**src/rtl/axi_llc_burst_merger_if.sv**
```systemverilog
// Write-response fragment stream and merged B channel of the LLC burst merger.
// Signal names are given from the merger's point of view; the merger uses the slave modport.
interface axi_llc_burst_merger_if #(
  parameter int unsigned IdWidth = 6
);
  logic               frag_valid_i;
  logic               frag_ready_o;
  logic [IdWidth-1:0] frag_id_i;
  logic [1:0]         frag_resp_i;
  logic               frag_last_i;
  logic               b_valid_o;
  logic               b_ready_i;
  logic [IdWidth-1:0] b_id_o;
  logic [1:0]         b_resp_o;

  modport slave (
    input  frag_valid_i, frag_id_i, frag_resp_i, frag_last_i, b_ready_i,
    output frag_ready_o, b_valid_o, b_id_o, b_resp_o
  );

  modport master (
    output frag_valid_i, frag_id_i, frag_resp_i, frag_last_i, b_ready_i,
    input  frag_ready_o, b_valid_o, b_id_o, b_resp_o
  );
endinterface

```
**src/rtl/axi_llc_burst_merger.sv**
```systemverilog
// Merges per-cache-line write completions back into one AXI B beat per original burst.
// Optional statistics counters are enabled with `define AXI_LLC_BURST_MERGER_STAT_EN.
module axi_llc_burst_merger #(
  parameter int unsigned IdWidth  = 6,
  parameter int unsigned CntWidth = 9
) (
  input  logic                clk_i,
  input  logic                rst_i,
  axi_llc_burst_merger_if.slave bus,
  output logic                id_err_o,
  output logic [CntWidth-1:0] frag_cnt_o,
  output logic [31:0]         burst_cnt_o
);

  localparam logic [1:0] RESP_OKAY   = 2'b00;
  localparam logic [1:0] RESP_EXOKAY = 2'b01;
  localparam logic [1:0] RESP_SLVERR = 2'b10;
  localparam logic [1:0] RESP_DECERR = 2'b11;

  typedef enum logic [1:0] {
    IDLE  = 2'd0,
    ACCUM = 2'd1,
    OUT   = 2'd2
  } state_e;

  // Pairwise merge is associative: EXOKAY survives only while every fragment so far was EXOKAY.
  function automatic logic [1:0] merge_resp(input logic [1:0] a, input logic [1:0] b);
    logic [1:0] r;
    if ((a == RESP_DECERR) || (b == RESP_DECERR)) begin
      r = RESP_DECERR;
    end else if ((a == RESP_SLVERR) || (b == RESP_SLVERR)) begin
      r = RESP_SLVERR;
    end else if ((a == RESP_EXOKAY) && (b == RESP_EXOKAY)) begin
      r = RESP_EXOKAY;
    end else begin
      r = RESP_OKAY;
    end
    return r;
  endfunction

  state_e             state_q, state_d;
  logic [IdWidth-1:0] acc_id_q, acc_id_d;
  logic [1:0]         acc_resp_q, acc_resp_d;
  logic               b_valid_q, b_valid_d;
  logic [IdWidth-1:0] b_id_q, b_id_d;
  logic [1:0]         b_resp_q, b_resp_d;
  logic               id_err_q, id_err_d;

  logic frag_ready_s;
  logic frag_hs_s;
  logic b_hs_s;
  logic first_s;
  logic id_mis_s;

  // A fragment is first of its burst unless one is already open; in OUT it can only enter with the B handshake.
  assign frag_ready_s = (state_q != OUT) | bus.b_ready_i;
  assign frag_hs_s    = bus.frag_valid_i & frag_ready_s;
  assign b_hs_s       = b_valid_q & bus.b_ready_i;
  assign first_s      = (state_q != ACCUM);
  assign id_mis_s     = ~first_s & (bus.frag_id_i != acc_id_q);

  // Next-state, accumulator and B output logic.
  always_comb begin
    state_d    = state_q;
    acc_id_d   = acc_id_q;
    acc_resp_d = acc_resp_q;
    b_valid_d  = b_valid_q;
    b_id_d     = b_id_q;
    b_resp_d   = b_resp_q;
    id_err_d   = 1'b0;

    if (b_hs_s) begin
      b_valid_d = 1'b0;
    end else begin
      b_valid_d = b_valid_q;
    end

    if (frag_hs_s) begin
      if (first_s) begin
        acc_id_d   = bus.frag_id_i;
        acc_resp_d = bus.frag_resp_i;
      end else if (id_mis_s) begin
        acc_resp_d = merge_resp(merge_resp(acc_resp_q, bus.frag_resp_i), RESP_SLVERR);
      end else begin
        acc_resp_d = merge_resp(acc_resp_q, bus.frag_resp_i);
      end
      id_err_d = id_mis_s;
      if (bus.frag_last_i) begin
        b_valid_d = 1'b1;
        b_id_d    = acc_id_d;
        b_resp_d  = acc_resp_d;
        state_d   = OUT;
      end else begin
        state_d   = ACCUM;
      end
    end else begin
      case (state_q)
        IDLE:    state_d = IDLE;
        ACCUM:   state_d = ACCUM;
        OUT:     state_d = b_hs_s ? IDLE : OUT;
        default: state_d = IDLE;
      endcase
    end
  end

  // State and output registers.
  always_ff @(posedge clk_i) begin
    if (rst_i) begin
      state_q    <= IDLE;
      acc_id_q   <= '0;
      acc_resp_q <= RESP_OKAY;
      b_valid_q  <= 1'b0;
      b_id_q     <= '0;
      b_resp_q   <= RESP_OKAY;
      id_err_q   <= 1'b0;
    end else begin
      state_q    <= state_d;
      acc_id_q   <= acc_id_d;
      acc_resp_q <= acc_resp_d;
      b_valid_q  <= b_valid_d;
      b_id_q     <= b_id_d;
      b_resp_q   <= b_resp_d;
      id_err_q   <= id_err_d;
    end
  end

`ifdef AXI_LLC_BURST_MERGER_STAT_EN
  logic [CntWidth-1:0] acc_cnt_q, acc_cnt_d;
  logic [CntWidth-1:0] frag_cnt_q;
  logic [31:0]         burst_cnt_q;

  // Fragment count of the open burst, saturating at all-ones.
  always_comb begin
    acc_cnt_d = acc_cnt_q;
    if (frag_hs_s) begin
      if (first_s) begin
        acc_cnt_d = {{(CntWidth-1){1'b0}}, 1'b1};
      end else if (&acc_cnt_q) begin
        acc_cnt_d = acc_cnt_q;
      end else begin
        acc_cnt_d = acc_cnt_q + {{(CntWidth-1){1'b0}}, 1'b1};
      end
    end else begin
      acc_cnt_d = acc_cnt_q;
    end
  end

  // Statistics registers.
  always_ff @(posedge clk_i) begin
    if (rst_i) begin
      acc_cnt_q   <= '0;
      frag_cnt_q  <= '0;
      burst_cnt_q <= 32'd0;
    end else begin
      acc_cnt_q <= acc_cnt_d;
      if (frag_hs_s && bus.frag_last_i) begin
        frag_cnt_q <= acc_cnt_d;
      end
      if (b_hs_s) begin
        burst_cnt_q <= burst_cnt_q + 32'd1;
      end
    end
  end

  assign frag_cnt_o  = frag_cnt_q;
  assign burst_cnt_o = burst_cnt_q;
`else
  assign frag_cnt_o  = '0;
  assign burst_cnt_o = 32'd0;
`endif

  assign bus.frag_ready_o = frag_ready_s;
  assign bus.b_valid_o    = b_valid_q;
  assign bus.b_id_o       = b_id_q;
  assign bus.b_resp_o     = b_resp_q;
  assign id_err_o         = id_err_q;

endmodule

```
**src/flat_wrapper.sv**
```systemverilog
// flat-port wrapper written by rule: the top's interface ports become plain ports
module axi_llc_burst_merger_flat 
#(
  parameter int unsigned IdWidth  = 6,
  parameter int unsigned CntWidth = 9
)
  (clk_i, rst_i, id_err_o, frag_cnt_o, burst_cnt_o, bus_frag_valid_i, bus_frag_id_i, bus_frag_resp_i, bus_frag_last_i, bus_b_ready_i, bus_frag_ready_o, bus_b_valid_o, bus_b_id_o, bus_b_resp_o);
  axi_llc_burst_merger_if #(.IdWidth(IdWidth)) bus_i ();
  input  logic clk_i;
  input  logic rst_i;
  output logic id_err_o;
  output logic [CntWidth-1:0] frag_cnt_o;
  output logic [31:0] burst_cnt_o;
  input wire logic [$bits(bus_i.frag_valid_i)-1:0] bus_frag_valid_i;
  input wire logic [$bits(bus_i.frag_id_i)-1:0] bus_frag_id_i;
  input wire logic [$bits(bus_i.frag_resp_i)-1:0] bus_frag_resp_i;
  input wire logic [$bits(bus_i.frag_last_i)-1:0] bus_frag_last_i;
  input wire logic [$bits(bus_i.b_ready_i)-1:0] bus_b_ready_i;
  output wire logic [$bits(bus_i.frag_ready_o)-1:0] bus_frag_ready_o;
  output wire logic [$bits(bus_i.b_valid_o)-1:0] bus_b_valid_o;
  output wire logic [$bits(bus_i.b_id_o)-1:0] bus_b_id_o;
  output wire logic [$bits(bus_i.b_resp_o)-1:0] bus_b_resp_o;
  assign bus_i.frag_valid_i = bus_frag_valid_i;
  assign bus_i.frag_id_i = bus_frag_id_i;
  assign bus_i.frag_resp_i = bus_frag_resp_i;
  assign bus_i.frag_last_i = bus_frag_last_i;
  assign bus_i.b_ready_i = bus_b_ready_i;
  assign bus_frag_ready_o = bus_i.frag_ready_o;
  assign bus_b_valid_o = bus_i.b_valid_o;
  assign bus_b_id_o = bus_i.b_id_o;
  assign bus_b_resp_o = bus_i.b_resp_o;
  axi_llc_burst_merger #(.IdWidth(IdWidth), .CntWidth(CntWidth)) u_core (.clk_i(clk_i), .rst_i(rst_i), .bus(bus_i), .id_err_o(id_err_o), .frag_cnt_o(frag_cnt_o), .burst_cnt_o(burst_cnt_o));
endmodule
```
**config.mk**
```make
export PLATFORM = sky130hd
export DESIGN_NAME = axi_llc_burst_merger_flat
export DESIGN_NICKNAME = d
export VERILOG_FILES = /design/src/rtl/axi_llc_burst_merger_if.sv /design/src/rtl/axi_llc_burst_merger.sv /design/src/flat_wrapper.sv
export SDC_FILE = /design/constraint.sdc
export NUM_CORES = 1
export LEC_CHECK = 0
export BUFFER_PORTS_ARGS = -buffer_cell sky130_fd_sc_hd__buf_2
export CAP_MARGIN = 20
export CORE_MARGIN = 2
export CORE_UTILIZATION = 40
export DETAILED_ROUTE_END_ITERATION = 8
export PLACE_DENSITY = 0.71
export SLEW_MARGIN = 10
export SYNTH_ARGS = -nofsm -noshare
export SYNTH_HDL_FRONTEND = slang
export SYNTH_SLANG_ARGS = --single-unit
```
**constraint.sdc**
```tcl
create_clock -name clk_i -period 2.16 [get_ports clk_i]
set_input_delay 0.216 -clock clk_i [delete_from_list [all_inputs] [get_ports clk_i]]
set_output_delay 0.216 -clock clk_i [all_outputs]
set_load 0.02 [all_outputs]
```
==> results of run 1 <==
-- layout by cell type (no fill, tap or decap), drive strengths merged, types with 2 or more instances in the layout --
master	count
xor2	6
nand3	3
buf	23
ha	3
dfxtp	20
a21oi	4
o21ai	3
clkbuf	4
mux2i	12
and3	2
nor2	15
inv	6
nand2	5
conb	41
a211oi	8
nor3	2
a31oi	2
-- worst max-delay path by stage --
stage	from	to	slack, ns	depth (start not counted)
after floorplan	u_core.state_q[0]$_SDFF_PP0_	u_core.bus.b_id_o[0]$_SDFFE_PP0P_	0.59	9
final	u_core.state_q[1]$_SDFF_PP0_	u_core.acc_id_q[3]$_SDFFE_PP0P_	0.48	5
after detailed placement	u_core.state_q[1]$_SDFF_PP0_	u_core.acc_id_q[3]$_SDFFE_PP0P_	0.48	5
after global routing	u_core.state_q[1]$_SDFF_PP0_	u_core.id_err_o$_SDFF_PP0_	0.29	4
after global placement	u_core.state_q[1]$_SDFF_PP0_	u_core.acc_id_q[3]$_SDFFE_PP0P_	0.50	5
after CTS	u_core.state_q[1]$_SDFF_PP0_	u_core.acc_id_q[3]$_SDFFE_PP0P_	0.46	5
-- cells in the mapped netlist (2+ instances only) --
| master | instances |
|---|---|
| ha_1 | 3 |
| nand3_1 | 3 |
| clkbuf_1 | 2 |
| a31oi_1 | 2 |
| mux2i_1 | 12 |
| xor2_1 | 6 |
| a21oi_1 | 4 |
| a211oi_1 | 8 |
| buf_4 | 41 |
| inv_1 | 5 |
| buf_2 | 2 |
| dfxtp_1 | 20 |
| o21ai_0 | 3 |
| nand2_1 | 5 |
| nor2_1 | 15 |
-- registers in the layout, summed over array words and instances, names as in the netlist --
register	flops
u_core.bus.b_id_o	6
u_core.bus.b_valid_o	1
u_core.acc_resp_q	2
u_core.acc_id_q	6
u_core.state_q	2
u_core.id_err_o	1
u_core.bus.b_resp_o	2
-- metrics by stage --
stage | hold slack, ns | cell area [um^2] | cells | setup WS, ns | util (%)
5_1_grt | 0.149 | 1350 | 214 | 0.293 | 43.4
3_3_place_gp | 0.470 | 1310 | 210 | 0.501 | 42.2
4_1_cts | 0.168 | 1350 | 214 | 0.460 | 43.4
2_1_floorplan | 0.348 | 1480 | 189 | 0.586 | -
6_report | 0.162 | 1350 | 214 | 0.478 | 43.4
3_5_place_dp | 0.476 | 1310 | 210 | 0.481 | 42.2
-- report_power, final --
| group | internal (mW) | switching (mW) | total [mW] |
|---|---|---|---|
| clock network | 0.103 | 0.119 | 0.222 |
| logic | 0.0627 | 0.152 | 0.215 |
| registers | 0.394 | 0.0169 | 0.410 |
-- cell type report --
type                            count  area, um^2  share of cell area, %
Multi-Input combinational cell    117         714                   53.1
Sequential cell                    20         400                   29.7
Timing Repair Buffer               23         115                   8.55
Tap cell                           44        55.1                   4.09
Clock buffer                        4        36.3                   2.70
Inverter                            6        25.0                   1.86
-- worst max-delay path, stage by stage, from the launching register on --
cell and delay [ns]:
dfxtp_1 0.35, inv_1 0.06, ha_1 0.37, nor3_4 0.50
mux2i_1 0.25, nor2_1 0.05
-- kinds of logic (layout without fill, tap and decap cells) --
| logic type | Yosys count | after routing | share of synthesized area [%] |
|---|---|---|---|
| XOR/XNOR | 6 | 6 | 3.96 |
| buffers and inverters | 52 | 33 | 27.3 |
| AO/OA/AOI/OAI | 22 | 22 | 12.1 |
| AND/OR/NAND/NOR | 33 | 33 | 14.3 |
| other | 1 | 41 | 0.283 |
| flip-flops | 20 | 20 | 30.2 |
| multiplexers | 12 | 12 | 9.06 |
| adder cells (fa/ha/maj) | 3 | 3 | 2.83 |
-- metal layers --
layer,vias up,routed length [um]
met5,-,0
met4,0,38
met3,5,130
met2,35,958
met1,403,906
li1,470,-
==> results.md, run 1 <==
* Status: completed
* DRC viols at 0
* # IOs at 65
* Worst min path class: in -> reg
* Met1 GRT Util at 15.2%
* Layout cells sized above 1 at 19.4%
* Die W at 61.6 um
* Synth Warn # at 0
* Count of final max-slew check failures at 0
* Hold_buf cts at 0
* Setup TNS at 0 ns
* Cts repair resizes at 0
* Cell Pwr Density at 630 mW/mm^2
* Drt first pass iters at 4
* # diodes at 0
* Synth Area per Inst at 8.90 um^2
* Post-synth cell types at 33
* CTS tree: yes
* Routed len/inst at 9.50 um
* Starting Density at 42.7%
* Flop-to-flop setup slack at 0.48 ns
* Buffers added on ports at 23
* R2R Path End: u_core.acc_id_q[3]$_SDFFE_PP0P_
* Core area at 0.00310 mm^2
* Routed Antenna Nets at 0
* H-tree depth at 1
* Gr busiest metal: met2
* Critical path capture point type: flip-flop
* Die Ht at 61.6 um
* Cell taking the most area after synthesis: dfxtp_1
* Routed vias at 913
* Flops & latches, synth at 20
* Post-Syn Area at 0.00133 mm^2
* Fillcell total at 323
* Post-route minimum period at 1.68 ns
* DP HPWL at 1.63 mm
* Critical Path RT at 2.36 ns
* Worst-margin pin slew at 0.551 ns
* # clock sinks at 20
* Hold path depth at 2
* Clk slew on worst S/H paths at 0.11 ns
* Crit path DAT at 1.88 ns
* GRT overflow at 0
* Synth top area cells: dfxtp_1, buf_4, mux2i_1
* Synth top area share at 30.2%
* Min-Delay Endpoint: u_core.acc_resp_q[1]$_SDFFE_PP0P_
* Sequential area share after synthesis at 30.2%
* CTS Buf Count at 3
* Worst VDD drop at 0.000206 V
* Total track usage at 11.2%
* Max Cap Violations at 0
* Async SR Flop Fraction at 0%
* Worst R2R Path Depth at 5
* Placer Congestion at 0.753
* CP max FO at 11
* Worst skew pair latency at 0.31 ns
* Initial antenna violation count at 0
* DR iter-0 viols at 12
* DRT Wirelength at 2.03 mm
* Die area at 0.00379 mm^2
* Relative slew slack at 63.3%
* Root buffer cell: clkbuf_4
* GR Util met3 at 2.73%
* Vias in the first global route at 701
* Nets at 187
* Setup violators final at 0
* Hold path start: bus_frag_resp_i[1]
* Largest net degree at the start of global routing at 23
* Top FF cell, synth: dfxtp_1
* Max Root-Sink Buffers at 2
* Cell Rows at 20
* Global-route wire length before repair at 3.15 mm
* Postcts setup bufs at 0
* RR Startpoint: u_core.state_q[1]$_SDFF_PP0_
* RSZ-0062 raised after global routing: false
* Endpoints failing hold at 0
* Clock skew at 0.00429 ns
* Leakage at 0.630 nW
* Area Overhead vs Synth at 1.51%
* Number of vias per cell at 4.27
* Peak Freq at 594 MHz
* Tot Pwr at 0.848 mW
* Period utilization at 77.9%
* Met2 GRT Util at 16.5%
* Worst Setup Start Kind: flip-flop
* Post-synth EDFFs at 0
* Crit Path Class: reg -> reg
* Syn Inst Count at 149
Power figures use the tool's default switching activity.
==> run 2, diff against run 1 <==
--- a/config.mk
+++ b/config.mk
@@ -5,6 +5,7 @@
 export SDC_FILE = /design/constraint.sdc
 export NUM_CORES = 1
 export LEC_CHECK = 0
+export ABC_AREA = 1
 export BUFFER_PORTS_ARGS = -buffer_cell sky130_fd_sc_hd__buf_2
 export CAP_MARGIN = 20
 export CORE_MARGIN = 2
==> constraint.sdc (replaced) <==
create_clock -name clk_i -period 1.6 [get_ports clk_i]
set_input_delay 0.16 -clock clk_i [delete_from_list [all_inputs] [get_ports clk_i]]
set_output_delay 0.16 -clock clk_i [all_outputs]
set_load 0.02 [all_outputs]
==> run 2 against run 1 <==
Against the previous run:
- hold slack worse by 0.025 ns
- die area is 2.2% lower
- register-to-register slack worse by 0.29 ns
- cell count is 20% higher
- flip-flop and latch count stayed put
- count of clock-buffer cells in the layout is 1 lower
- combinational power is 32% higher
- non-clock buffer count is 2 higher
==> results.md, run 2 <==
* RR Startpoint: u_core.state_q[0]$_SDFF_PP0_
* Min-Delay Endpoint: u_core.bus.b_valid_o$_SDFF_PP0_
* Layout cells sized above 1 at 19.3%
* Worst Setup Start Kind: flip-flop
* Hold_buf cts at 0
* RSZ-0062 raised after global routing: false
* # diodes at 0
* Die W at 60.9 um
* Max Cap Violations at 0
* Postcts setup bufs at 0
* Synth top area share at 30.9%
* Worst skew pair latency at 0.30 ns
* DRC viols at 0
* Routed Antenna Nets at 0
* Max Root-Sink Buffers at 2
* Tot Pwr at 1.25 mW
* Synth top area cells: dfxtp_1, buf_4, nand2_1
* Peak Freq at 709 MHz
* Routed vias at 1013
* Synth Area in XOR/XNOR at 0%
* Final Instance Area at 0.00136 mm^2
* Worst VDD drop at 0.000480 V
* Fillcell total at 353
* Syn Inst Count at 187
* Starting Density at 42.1%
* Compound-cell area share of the yosys netlist at 12.4%
* Post-synth EDFFs at 0
* Clock skew at 0.00959 ns
* Die area at 0.00371 mm^2
* Leakage at 0.750 nW
* Critical Path RT at 1.86 ns
* Cts repair resizes at 0
* Nets at 229
* CP max FO at 10
* Synth Area per Inst at 6.93 um^2
* Flops & latches, synth at 20
* Area Overhead vs Synth at 5.12%
* Top FF cell, synth: dfxtp_1
* Synth Warn # at 0
* Placed Area at 0.00131 mm^2
* Initial antenna violation count at 0
* GRT overflow at 0
* H-tree depth at 1
* Vias in the first global route at 870
* Flop-to-flop setup slack at 0.19 ns
* Crit path DAT at 1.67 ns
* Hold path depth at 4
* Commonest non-fill, non-tap cell in the layout: nand2_1
* Buffers added on ports at 23
* Most numerous cell in the Yosys netlist: nand2_1
* Setup violators final at 0
* Count of final max-slew check failures at 0
* Clk slew on worst S/H paths at 0.12 ns
* Top cells by count, synth: nand2_1, buf_4, dfxtp_1
* Worst R2R Path Depth at 10
* Utilization after layout at 44.2%
* Sequential area share after synthesis at 30.9%
* R2R Path End: u_core.bus.b_resp_o[1]$_SDFFE_PP0P_
* Global-route wire length before repair at 3.62 mm
* Cell Rows at 20
* Cell taking the most area after synthesis: dfxtp_1
* Number of vias per cell at 3.96
* Most frequent cells in the layout: nand2_1, conb_1, buf_2, dfxtp_1, inv_1
* Endpoints failing hold at 0
* Total track usage at 12.8%
* CTS tree: yes
* Async SR Flop Fraction at 0%
* Placer Congestion at 0.859
* Cell Pwr Density at 916 mW/mm^2
* # IOs at 65
* Routed len/inst at 8.67 um
* DP HPWL at 1.77 mm
* Core area at 0.00308 mm^2
* Die Ht at 60.9 um
* Mux cell area share after synthesis at 0%
* Status: completed
* Post-Syn Area at 0.00129 mm^2
* Post-synth cell types at 22
* Main combinational cell family by area after synthesis: buffers and inverters
* # clock sinks at 20
* Adder-cell share of the synthesized area at 2.90%
* Period utilization at 88.2%
* Worst min path class: in -> reg
* Critical path capture point type: flip-flop
* Setup TNS at 0 ns
* DR iter-0 viols at 25
* Hold path start: bus_b_ready_i
* Root buffer cell: clkbuf_4
* DRT Wirelength at 2.22 mm
* Crit Path Class: reg -> reg
* Post-route minimum period at 1.41 ns
* Largest net degree at the start of global routing at 16
* Drt first pass iters at 4
* Post-synthesis simple-gate area fraction at 21.4%
* CTS Buf Count at 3
==> run 2: cell count changes after synthesis, sizes merged, moves of 2 or more <==
cell	delta
and3	-2
a21oi	+10
a211oi	-8
a31oi	-2
xor2	-6
mux2i	-12
inv	+18
o21ai	+12
nand2	+45
nor2	-7
==> run 2: power by group <==
part / leakage, nW / switching (mW) / total [mW] / internal [mW]
registers: 0.165 / 0.0209 / 0.552 / 0.531
clock network: 0.0279 / 0.158 / 0.411 / 0.253
logic: 0.557 / 0.210 / 0.284 / 0.0732
==> run 2: cells by family after synthesis <==
logic type / count (synthesis)
buf+inv: 68
simple gates: 64
compound gates: 31
flops: 20
fa+ha+maj: 3
other cells: 1
==> run 2: worst max-delay path, stage by stage, from the launching register on <==
cell	delay, ns
dfxtp_1	0.38
inv_1	0.06
ha_1	0.24
nand2_4	0.10
nand2_4	0.05
inv_4	0.07
nand2_4	0.10
inv_4	0.12
o21ai_1	0.06
o21bai_1	0.15
inv_1	0.05
==> run 2: area by class of cell <==
cell class | instances | area [um^2] | area share (%)
multi-input cells | 139 | 628 | 46.1
inverters | 24 | 95.1 | 6.99
well taps | 44 | 55.1 | 4.04
flip-flops and latches | 20 | 400 | 29.4
clock buffers | 3 | 22.5 | 1.65
clock inverters | 1 | 30.0 | 2.21
repair buffers | 25 | 130 | 9.56
==> run 2: metrics by stage <==
step | hold slack, ns | cells | worst slack (ns)
finish | 0.137 | 256 | 0.189
global placement | 0.461 | 252 | 0.278
CTS | 0.132 | 256 | 0.177
floorplan | 0.324 | 227 | 0.268
global route | 0.143 | 256 | 0.0400
detailed placement | 0.462 | 252 | 0.202
==> run 2: worst max path at each step <==
stage                                       from                                   to  slack (ns)
floorplan           u_core.state_q[0]$_SDFF_PP0_  u_core.bus.b_resp_o[1]$_SDFFE_PP0P_        0.27
global route        u_core.state_q[0]$_SDFF_PP0_  u_core.bus.b_resp_o[1]$_SDFFE_PP0P_        0.04
global placement    u_core.state_q[0]$_SDFF_PP0_  u_core.bus.b_resp_o[1]$_SDFFE_PP0P_        0.28
finish              u_core.state_q[0]$_SDFF_PP0_  u_core.bus.b_resp_o[1]$_SDFFE_PP0P_        0.19
CTS                 u_core.state_q[0]$_SDFF_PP0_  u_core.bus.b_resp_o[1]$_SDFFE_PP0P_        0.18
detailed placement  u_core.state_q[0]$_SDFF_PP0_  u_core.bus.b_resp_o[1]$_SDFFE_PP0P_        0.20
==> run 2: metal layers <==
metal  GRT usage [%]  wire length [um]  up-vias
li1                -                 -      547
met1            16.6              1030      427
met2            21.7              1030       37
met3            2.35               147        2
met4            4.04                13        0
met5               0                 0        -
==> run 3, diff against run 2 <==
--- a/config.mk
+++ b/config.mk
@@ -11,7 +11,7 @@
 export CORE_MARGIN = 2
 export CORE_UTILIZATION = 40
 export DETAILED_ROUTE_END_ITERATION = 8
-export PLACE_DENSITY = 0.71
+export PLACE_DENSITY_LB_ADDON = 0.05
 export SLEW_MARGIN = 10
 export SYNTH_ARGS = -nofsm -noshare
 export SYNTH_HDL_FRONTEND = slang
==> run 3 against run 2 <==
Against the previous run:
- sequential power hardly changed
- routed wire length is 6.1% higher
- global-route usage is 1.1 points higher
- cell area is 1.2% lower
- core utilization is 0.53 points lower
- count of clock-buffer cells in the layout is 1 higher
- combinational power hardly changed
- cell count stayed put
- hold slack better by 0.0026 ns
- first-iteration DRC count is 56% higher
- largest power group unchanged
==> results.md, run 3 (synthesized netlist as in run 2, its figures left out) <==
* Buffers added on ports at 23
* Routed len/inst at 9.20 um
* DRC viols at 0
* Max Root-Sink Buffers at 2
* Initial antenna violation count at 0
* Period utilization at 85.8%
* Status: completed
* Largest net degree at the start of global routing at 16
* H-tree depth at 1
* DRT Wirelength at 2.36 mm
* Int Pwr at 0.743 mW
* CP Cell Sequence: inv_1 -> ha_1 -> nand2_4 -> nand2_4 -> inv_4 -> nand2_4 -> inv_4 -> o21ai_1 -> o21bai_1 -> inv_1
* WL met2 at 1.06 mm
* DR iter-0 viols at 39
* Worst R2R Path Depth at 10
* CTS Buf Count at 3
* RR Startpoint: u_core.state_q[0]$_SDFF_PP0_
* Setup violators final at 0
* Worst min path class: in -> reg
* Root buffer cell: clkbuf_4
* Crit path DAT at 1.64 ns
* Postcts setup bufs at 0
* Drt first pass iters at 4
* Number of vias per cell at 3.98
* Core area at 0.00308 mm^2
* Endpoints failing hold at 0
* Die Ht at 60.9 um
* Count of final max-slew check failures at 0
* # diodes at 0
* RSZ-0062 raised after global routing: false
* Placer Congestion at 0.843
* Slowest stage cell, crit path: dfxtp_1
* R2R Path End: u_core.bus.b_resp_o[1]$_SDFFE_PP0P_
* Hold path depth at 4
* Cell Rows at 20
* Levels on crit path at 10
* Clock skew at 0.0102 ns
* GRT overflow at 0
* M1 WL at 1.06 mm
* Routed Antenna Nets at 0
* DP HPWL at 1.87 mm
* Worst skew pair latency at 0.31 ns
* Starting Density at 42.1%
* Buffers & Inverters on Critical Path at 4
* Uppermost routed layer: met4
* CP max FO at 10
* Most frequent cells in the layout: nand2_1, conb_1, buf_2, dfxtp_1, inv_1
* Sw Ratio at 34.6%
* Cell Pwr Density at 845 mW/mm^2
* Peak Freq at 728 MHz
* Fillcell total at 337
* Crit Path Class: reg -> reg
* # IOs at 65
* Cell mode on critical path: nand2_4
* Cts repair resizes at 0
* Die W at 60.9 um
* Setup TNS at 0 ns
* Area Overhead vs Synth at 3.86%
* Global-route wire length before repair at 3.68 mm
* Layout cells sized above 1 at 19.3%
* DR WL met3 at 188 um
* Min-Delay Endpoint: u_core.bus.b_valid_o$_SDFF_PP0_
* Critical path capture point type: flip-flop
* # clock sinks at 20
* Comb pwr share at 25.2%
* Max Cap Violations at 0
* Worst Setup Start Kind: flip-flop
* Post-route minimum period at 1.37 ns
* Die area at 0.00371 mm^2
* Routed vias at 1020
* Seq pwr share at 48.6%
* Switching power at 0.392 mW
* Worst VDD drop at 0.000656 V
* Flop-to-flop setup slack at 0.23 ns
* Clk slew on worst S/H paths at 0.12 ns
* Total track usage at 13.9%
* Critical Path RT at 1.87 ns
* Leakage at 0.743 nW
* Final Instance Area at 0.00135 mm^2
* Slowest cell delay on critical path at 0.37 ns
* Commonest non-fill, non-tap cell in the layout: nand2_1
* Clock power frac at 26.3%
* Cell family with most CP delay: flip-flops
* Vias in the first global route at 825
* Placed Area at 0.00131 mm^2
* Nets at 229
* Hold_buf cts at 0
* CTS tree: yes
* Hold path start: bus_b_ready_i
[run 3: layout make-up]
cell class                 instances  area [um^2]  area share, %
inverter                          24         95.1           7.07
multi-input combinational        139          628           46.7
sequential                        20          400           29.8
clock buffer                       4         36.3           2.70
tap                               44         55.1           4.09
timing repair buffer              25          130           9.67
[run 3: stage by stage]
step	total power, mW	setup slack (ns)	utilization (%)	cells	hold slack, ns
detailed placement	0.849	0.229	42.5	252	0.457
CTS	1.15	0.202	43.7	256	0.127
global route	1.22	0.0780	43.7	256	0.121
finish	1.14	0.227	43.7	256	0.140
floorplan	0.860	0.268	-	227	0.324
global placement	0.847	0.269	42.5	252	0.457
[run 3: worst register-to-register path: stages, from the launching register on]
cell	delay (ns)
dfxtp_1	0.37
inv_1	0.05
ha_1	0.23
nand2_4	0.09
nand2_4	0.05
inv_4	0.07
nand2_4	0.09
inv_4	0.12
o21ai_1	0.06
o21bai_1	0.16
inv_1	0.05
[run 3: metal layers]
layer	global-route usage (%)	vias up
li1	-	545
met1	17.4	428
met2	21.5	41
met3	5.54	6
met4	5.59	0
met5	0	-
[run 3: power by group through the flow]
stage	logic, mW	registers, mW	clock network, mW
floorplan	0.283	0.577	0
global placement	0.284	0.563	0
detailed placement	0.286	0.563	0
CTS	0.288	0.552	0.308
global route	0.324	0.556	0.341
finish	0.286	0.552	0.298
[run 3: how the worst max path moves through the flow]
| stage | slack (ns) | endpoint | start |
|---|---|---|---|
| after global placement | 0.27 | u_core.bus.b_resp_o[1]$_SDFFE_PP0P_ | u_core.state_q[0]$_SDFF_PP0_ |
| after detailed placement | 0.23 | u_core.bus.b_resp_o[1]$_SDFFE_PP0P_ | u_core.state_q[0]$_SDFF_PP0_ |
| after CTS | 0.20 | u_core.bus.b_resp_o[1]$_SDFFE_PP0P_ | u_core.state_q[0]$_SDFF_PP0_ |
| final | 0.23 | u_core.bus.b_resp_o[1]$_SDFFE_PP0P_ | u_core.state_q[0]$_SDFF_PP0_ |
| after floorplan | 0.27 | u_core.bus.b_resp_o[1]$_SDFFE_PP0P_ | u_core.state_q[0]$_SDFF_PP0_ |
| after global routing | 0.08 | u_core.bus.b_resp_o[1]$_SDFFE_PP0P_ | u_core.state_q[0]$_SDFF_PP0_ |
